--- src/rtl/fetch_pkg.sv ---
`default_nettype none
// ============================================================================
//  Module   : fetch_pkg
//  Purpose  : Shared types and constants for the instruction fetch queue.
//             Queue entries pair a fetched word with the PC it came from.
//  Contents : FETCH_W           native data/PC width
//             RESET_PC_DEFAULT  first PC fetched after reset
//             PC_STEP           byte increment between sequential fetches
//             fetch_entry_t     {pc, instr} queue entry
//             align_word()      clear the byte-offset bits of an address
//  Revision : 1.0  initial release
// ============================================================================
package fetch_pkg;

   localparam int FETCH_W = 32;

   localparam logic [FETCH_W-1:0] RESET_PC_DEFAULT = '0;
   localparam logic [FETCH_W-1:0] PC_STEP          = 32'd4;

   typedef struct packed {
      logic [FETCH_W-1:0] pc;
      logic [FETCH_W-1:0] instr;
   } fetch_entry_t;

   // Redirect targets may carry misaligned low bits; fetch is word-granular.
   function automatic logic [FETCH_W-1:0] align_word(input logic [FETCH_W-1:0] addr);
      return {addr[FETCH_W-1:2], 2'b00};
   endfunction

endpackage
`default_nettype wire

--- src/rtl/instr_fetch_queue_if.sv ---
`default_nettype none
// ============================================================================
//  Module   : instr_fetch_queue_if
//  Purpose  : Bundles the instruction-memory read port and the decode-side
//             valid/ready handshake of the fetch queue.
//  Signals  : imem_req/imem_addr   fetch -> memory, read request + word addr
//             imem_rdata           memory -> fetch, data one cycle later
//             instr_valid/instr/instr_pc  fetch -> decode, queue head
//             instr_ready          decode -> fetch, head accepted
//  Modports : master = fetch unit side, slave = memory/decode side
//  Revision : 1.0  initial release
// ============================================================================
interface instr_fetch_queue_if #(
   parameter int WIDTH       = 32,
   parameter int IMEM_ADDR_W = 9
);
   logic                   imem_req;
   logic [IMEM_ADDR_W-1:0] imem_addr;
   logic [WIDTH-1:0]       imem_rdata;
   logic                   instr_valid;
   logic                   instr_ready;
   logic [WIDTH-1:0]       instr;
   logic [WIDTH-1:0]       instr_pc;

   modport master (
      output imem_req, imem_addr, instr_valid, instr, instr_pc,
      input  imem_rdata, instr_ready
   );

   modport slave (
      input  imem_req, imem_addr, instr_valid, instr, instr_pc,
      output imem_rdata, instr_ready
   );
endinterface
`default_nettype wire

--- src/rtl/fetch_fifo.sv ---
`default_nettype none
// ============================================================================
//  Module   : fetch_fifo
//  Purpose  : DEPTH-entry circular buffer of fetch_entry_t with read/write
//             pointers, an occupancy count and a synchronous flush.
//  Ports    : clock, reset   clock / asynchronous active-high reset
//             flush          clear all entries at the next edge (wins)
//             push, wdata    enqueue an entry
//             pop            dequeue the head (ignored when empty)
//             rdata          head entry (raw storage, undefined when empty)
//             count, empty   occupancy
//  Revision : 1.0  initial release
// ============================================================================
module fetch_fifo
   import fetch_pkg::*;
#(
   parameter int DEPTH = 4,
   parameter int CNT_W = $clog2(DEPTH) + 1
) (
   input  wire logic         clock,
   input  wire logic         reset,
   input  wire logic         flush,
   input  wire logic         push,
   input  wire fetch_entry_t wdata,
   input  wire logic         pop,
   output fetch_entry_t      rdata,
   output logic [CNT_W-1:0]  count,
   output logic              empty
);

   localparam int PTR_W = $clog2(DEPTH);

   fetch_entry_t     mem_q [DEPTH];
   logic [PTR_W-1:0] wr_ptr_q, wr_ptr_d;
   logic [PTR_W-1:0] rd_ptr_q, rd_ptr_d;
   logic [CNT_W-1:0] count_q,  count_d;
   logic             do_push;
   logic             do_pop;

   assign do_pop  = pop && (count_q != '0);
   // A full queue may still accept a push when the head leaves in the same cycle.
   assign do_push = push && ((count_q != CNT_W'(DEPTH)) || do_pop);

   always_comb begin
      wr_ptr_d = wr_ptr_q;
      rd_ptr_d = rd_ptr_q;
      count_d  = count_q;
      if (flush) begin
         wr_ptr_d = '0;
         rd_ptr_d = '0;
         count_d  = '0;
      end else begin
         if (do_push) wr_ptr_d = wr_ptr_q + PTR_W'(1);
         if (do_pop)  rd_ptr_d = rd_ptr_q + PTR_W'(1);
         count_d = count_q + CNT_W'(do_push) - CNT_W'(do_pop);
      end
   end

   always_ff @(posedge clock or posedge reset) begin
      if (reset) begin
         wr_ptr_q <= '0;
         rd_ptr_q <= '0;
         count_q  <= '0;
      end else begin
         wr_ptr_q <= wr_ptr_d;
         rd_ptr_q <= rd_ptr_d;
         count_q  <= count_d;
      end
   end

   // Payload storage needs no reset: occupancy alone decides what is visible.
   always_ff @(posedge clock) begin
      if (do_push && !flush) begin
         mem_q[wr_ptr_q] <= wdata;
      end
   end

   assign rdata = mem_q[rd_ptr_q];
   assign count = count_q;
   assign empty = (count_q == '0);

endmodule
`default_nettype wire

--- src/rtl/instr_fetch_queue.sv ---
`default_nettype none
// ============================================================================
//  Module   : instr_fetch_queue
//  Purpose  : Fetch stage ahead of decode. Issues word reads to a synchronous
//             instruction memory, queues returned words with their PCs and
//             hands them to decode over valid/ready. A redirect flushes the
//             queue, discards any response still in flight and refetches.
//  Ports    : clock, reset     clock / asynchronous active-high reset
//             redirect_valid   taken branch/jump from execute
//             redirect_pc      redirect target byte address
//             fetch_pc         PC of the next request (trace)
//             bus (master)     imem request/response + decode handshake
//  Revision : 1.0  initial release
// ============================================================================
module instr_fetch_queue
   import fetch_pkg::*;
#(
   parameter int               WIDTH       = FETCH_W,
   parameter int               DEPTH       = 4,
   parameter int               IMEM_ADDR_W = 9,
   parameter logic [WIDTH-1:0] RESET_PC    = RESET_PC_DEFAULT
) (
   input  wire logic             clock,
   input  wire logic             reset,
   input  wire logic             redirect_valid,
   input  wire logic [WIDTH-1:0] redirect_pc,
   output logic      [WIDTH-1:0] fetch_pc,
   instr_fetch_queue_if.master   bus
);

   localparam int CNT_W = $clog2(DEPTH) + 1;

   logic [WIDTH-1:0] fetch_pc_q, fetch_pc_d;
   logic [WIDTH-1:0] req_pc_q,   req_pc_d;
   logic             inflight_q, inflight_d;

   logic             req;
   logic             push;
   logic             pop;
   logic             credit_ok;
   logic [CNT_W:0]   outstanding;
   logic [CNT_W-1:0] count;
   logic             empty;
   fetch_entry_t     push_entry;
   fetch_entry_t     head;

   // Credit check: entries held plus the one response possibly on its way
   // must leave room, so every response is guaranteed a free slot.
   assign outstanding = {1'b0, count} + {{CNT_W{1'b0}}, inflight_q};
   assign credit_ok   = outstanding < (CNT_W+1)'(DEPTH);
   assign req         = !reset && !redirect_valid && credit_ok;

   // A response landing during a redirect belongs to the abandoned path.
   assign push = inflight_q && !redirect_valid;
   assign pop  = bus.instr_valid && bus.instr_ready;

   assign push_entry = '{pc: req_pc_q, instr: bus.imem_rdata};

   always_comb begin
      fetch_pc_d = fetch_pc_q;
      if (redirect_valid) begin
         fetch_pc_d = align_word(redirect_pc);
      end else if (req) begin
         fetch_pc_d = fetch_pc_q + WIDTH'(PC_STEP);
      end
      inflight_d = req;
      req_pc_d   = req ? fetch_pc_q : req_pc_q;
   end

   always_ff @(posedge clock or posedge reset) begin
      if (reset) begin
         fetch_pc_q <= RESET_PC;
         req_pc_q   <= '0;
         inflight_q <= 1'b0;
      end else begin
         fetch_pc_q <= fetch_pc_d;
         req_pc_q   <= req_pc_d;
         inflight_q <= inflight_d;
      end
   end

   fetch_fifo #(
      .DEPTH (DEPTH),
      .CNT_W (CNT_W)
   ) u_fifo (
      .clock (clock),
      .reset (reset),
      .flush (redirect_valid),
      .push  (push),
      .wdata (push_entry),
      .pop   (pop),
      .rdata (head),
      .count (count),
      .empty (empty)
   );

   assign bus.imem_req    = req;
   assign bus.imem_addr   = fetch_pc_q[IMEM_ADDR_W+1:2];
   assign bus.instr_valid = !empty;
   // Head fields read as zero when nothing is queued.
   assign bus.instr       = empty ? '0 : head.instr;
   assign bus.instr_pc    = empty ? '0 : head.pc;
   assign fetch_pc        = fetch_pc_q;

endmodule
`default_nettype wire

--- src/flat_wrapper.sv ---
// flat-port wrapper written by rule: the top's interface ports become plain ports
module instr_fetch_queue_flat import fetch_pkg::*;
#(
   parameter int               WIDTH       = FETCH_W,
   parameter int               DEPTH       = 4,
   parameter int               IMEM_ADDR_W = 9,
   parameter logic [WIDTH-1:0] RESET_PC    = RESET_PC_DEFAULT
)
  (clock, reset, redirect_valid, redirect_pc, fetch_pc, bus_imem_req, bus_imem_addr, bus_instr_valid, bus_instr, bus_instr_pc, bus_imem_rdata, bus_instr_ready);
  instr_fetch_queue_if #(.WIDTH(WIDTH), .IMEM_ADDR_W(IMEM_ADDR_W)) bus_i ();
  input  wire logic clock;
  input  wire logic reset;
  input  wire logic redirect_valid;
  input  wire logic [WIDTH-1:0] redirect_pc;
  output logic      [WIDTH-1:0] fetch_pc;
  output wire logic [$bits(bus_i.imem_req)-1:0] bus_imem_req;
  output wire logic [$bits(bus_i.imem_addr)-1:0] bus_imem_addr;
  output wire logic [$bits(bus_i.instr_valid)-1:0] bus_instr_valid;
  output wire logic [$bits(bus_i.instr)-1:0] bus_instr;
  output wire logic [$bits(bus_i.instr_pc)-1:0] bus_instr_pc;
  input wire logic [$bits(bus_i.imem_rdata)-1:0] bus_imem_rdata;
  input wire logic [$bits(bus_i.instr_ready)-1:0] bus_instr_ready;
  assign bus_imem_req = bus_i.imem_req;
  assign bus_imem_addr = bus_i.imem_addr;
  assign bus_instr_valid = bus_i.instr_valid;
  assign bus_instr = bus_i.instr;
  assign bus_instr_pc = bus_i.instr_pc;
  assign bus_i.imem_rdata = bus_imem_rdata;
  assign bus_i.instr_ready = bus_instr_ready;
  instr_fetch_queue #(.WIDTH(WIDTH), .DEPTH(DEPTH), .IMEM_ADDR_W(IMEM_ADDR_W), .RESET_PC(RESET_PC)) u_core (.clock(clock), .reset(reset), .redirect_valid(redirect_valid), .redirect_pc(redirect_pc), .fetch_pc(fetch_pc), .bus(bus_i));
endmodule
--- config.mk ---
export PLATFORM = sky130hd
export DESIGN_NAME = instr_fetch_queue_flat
export DESIGN_NICKNAME = d
export VERILOG_FILES = /design/src/rtl/fetch_pkg.sv /design/src/rtl/instr_fetch_queue_if.sv /design/src/rtl/fetch_fifo.sv /design/src/rtl/instr_fetch_queue.sv /design/src/flat_wrapper.sv
export SDC_FILE = /design/constraint.sdc
export NUM_CORES = 1
export LEC_CHECK = 0
export CORE_MARGIN = 1
export CORE_UTILIZATION = 50
export DETAILED_ROUTE_END_ITERATION = 12
export GPL_TIMING_DRIVEN = 0
export PLACE_DENSITY = 0.83
export SLEW_MARGIN = 20
export SYNTH_ARGS = -nofsm -noshare
export SYNTH_HDL_FRONTEND = slang
export SYNTH_SLANG_ARGS = --single-unit
--- constraint.sdc ---
create_clock -name clock -period 4.12 [get_ports clock]
set_input_delay 0.618 -clock clock [delete_from_list [all_inputs] [get_ports clock]]
set_output_delay 0.618 -clock clock [all_outputs]
set_load 0.01 [all_outputs]
==> out/results.tsv <==
metric	value	unit
critical_path.slowest_cell	clkbuf_1	
clkSlewWorstSetupHoldPaths	60	ps
cts_root_buf	clkbuf_16	
routedWlPerCell	20.29	um
viasPerCell	5.464	
area_growth	25.20	%
final-max-slew-violation-count	0	
worst_path_most_repeated_cell	clkbuf_1	
num_vias	7021	
fp.dieW	162.6	um
rr_worst_depth	10	
fin_util	63.97	%
start_util	51.09	%
path_depth	5	
synth_top_cell_by_area	edfxtp_1	
synth_area_leaders	edfxtp_1, dfrtp_1, mux4_2	
top_layer_used	met4	
path_cells	clkbuf_1, clkbuf_1, mux4_2, and2_1, clkdlybuf4s50_1	
final_area	0.01615	sq mm
synth_cell_types	56	
synth-warning-count	0	
min_path_type	reg2reg	
post_cts_buffers	0	
cp-end-kind	output pin	
final_antenna_net_count	0	
yosysSeqAreaShare	70.91	%
fin_crit	3647	ps
syn_inst	721	
drtIter0Drc	399	
drcViolationCount	0	
setup_viol	0	
final_cells	1285	
cp_top_family	buffers and inverters	
ys.flop_type	edfxtp_1	
whs	523.2	ps
path_buf_inv	3	
synth_enable_flop_cells	248	
grt_max_degree	48	
cts_tree	yes	
firstDrtPassIters	5	
die_area	0.02645	sq mm
fp.dieH	162.6	um
placed_area	0.01514	sq mm
antenna_found_initial	0	
hold_depth	0	
met1_length	11340	um
route.met2.wl	12820	um
skew	8.004	ps
clk_latency	550	ps
io_buffers	168	
grt_pass1_vias	7148	
num-nets-final	1007	
wl_met3	1488	um
netlist.area_leader.share	57.72	%
hold_violations	0	
worst_setup_path_start_kind	flip-flop	
worst_slew_margin_rel	51.13	%
grt_pass1_wl	40900	um
dp.cells	1227	
clock_path_buffers	3	
rows	58	
critPathKind	reg2out	
grt_overflow_total	0	
core	0.02525	sq mm
ys_async_sr_fraction	21.52	%
peakVddDrop	0.3486	mV
drive_gt1_share	20.21	%
hpwl	16860	um
place_congestion	0.8417	
drv_cap	0	
cts_sinks	316	
grtUsageTotal	20.47	%
power_density	593.0	mW/mm^2
ioPinCount	175	
layout_common_cells	edfxtp_1, clkdlybuf4s50_1, dfrtp_1	
worst_pin_slew	733.1	ps
outcome	finished, final reports clean	
total_leakage_power	5.549	nW
fmax	274.2	MHz
wirelength	26070	um
critical_path.max_stage_delay	620	ps
syn_area_per_cell	17.90	sq um
synth_area	0.01290	sq mm
post_cts_resized	0	
worstPathMaxFanout	10	
arrival	3030	ps
fin_crit_sh	88.53	%
final_common_cell	edfxtp_1	
diodes	0	
ys_seq_elements	316	
required	3500	ps
numCtsBuffers	31	
cts_max_level	1	
cts_hold_buffers	0	
power	9.580	mW
rsz0062_at_grt	false	
==> sequential cells by signal (all words and copies together), names as in the netlist <==
signal,flops
u_core.u_fifo.count,3
u_core.u_fifo.rd_ptr_q,2
u_core.u_fifo.wr_ptr_q,2
u_core.req_pc_q,30
u_core.u_fifo.mem_q,248
u_core.fetch_pc,30
u_core.inflight_q,1
==> worst reg2reg max path: cells and delay by family, from the launching register on <==
kind | cells | cell delay, ps
buf+inv | 3 | 430
flops | 1 | 470
fa+ha+maj | 3 | 810
simple gates | 3 | 800
xor+xnor | 1 | 150
==> cell usage after synthesis, types with 3 or more instances <==
cell / instances
edfxtp_1: 248
and2_1: 69
dfrtp_1: 68
mux4_2: 62
nand2_1: 37
mux2_2: 32
o21ai_0: 22
clkbuf_1: 20
nor2_1: 15
xnor2_1: 15
buf_4: 13
nand4_1: 13
buf_2: 12
xor2_1: 12
nand3_1: 10
inv_1: 9
ha_1: 8
nor3_1: 6
and3_1: 4
or3_1: 3
==> cell families (layout without fill, tap and decap cells) <==
family                   after synthesis  count (layout)  synth area share (%)
flip-flops                           316             316                 70.91
AND/OR/NAND/NOR                      180             180                 8.505
multiplexers                          97              97                 13.86
buffers and inverters                 56             287                 2.124
AO/OA/AOI/OAI                         35              35                 1.813
XOR/XNOR                              27              27                 1.833
adder cells (fa/ha/maj)                9               9                0.9310
other                                  1               4               0.02906
==> through the flow <==
| stage | setup WS, ps | setup TNS, ps |
|---|---|---|
| after floorplan | 878.5 | 0 |
| after global placement | -722.5 | -176040 |
| after detailed placement | 899.6 | 0 |
| after CTS | 350.0 | 0 |
| after global routing | 290.6 | 0 |
| final | 472.6 | 0 |
==> power by group <==
group	switching, mW	total [mW]	internal [mW]
Combinational	1.20	2.74	1.53
Clock	1.14	2.74	1.60
Sequential	0.276	4.11	3.83
Total	2.62	9.58	6.96
==> path summary, 6_finish.rpt <==
check                                                      start                                    to  slack [ps]
max reg2reg                     u_core.u_fifo.count[2]$_DFF_PP0_      u_core.u_fifo.count[2]$_DFF_PP0_        1340
min                              u_core.req_pc_q[16]$_DFFE_PP0P_  u_core.u_fifo.mem_q[0][48]$_DFFE_PP_         520
max                        u_core.u_fifo.rd_ptr_q[1]$_DFFE_PP0P_                         bus_instr[28]         470
max in group asynchronous                                  reset       u_core.req_pc_q[30]$_DFFE_PP0P_        2920
min in group asynchronous                                  reset      u_core.u_fifo.count[1]$_DFF_PP0_         660
min reg2reg                      u_core.req_pc_q[16]$_DFFE_PP0P_  u_core.u_fifo.mem_q[0][48]$_DFFE_PP_         520
==> final cells by class <==
class                      instances  area (sq um)
buffer                            46         236.5
clock buffer                      46         953.4
clock inverter                    12         65.06
fill                            1767          9100
inverter                          10         40.04
multi-input combinational        352          3501
sequential                       316          9149
tap                              330         412.9
timing repair buffer             173          1797
==> routing by layer <==
metal | global-route usage (%) | up-vias
li1 | - | 3191
met1 | 28.82 | 3566
met2 | 34.07 | 232
met3 | 2.776 | 32
met4 | 4.928 | 0
met5 | 0 | -
Note: power is estimated with default switching activity, not from simulation.
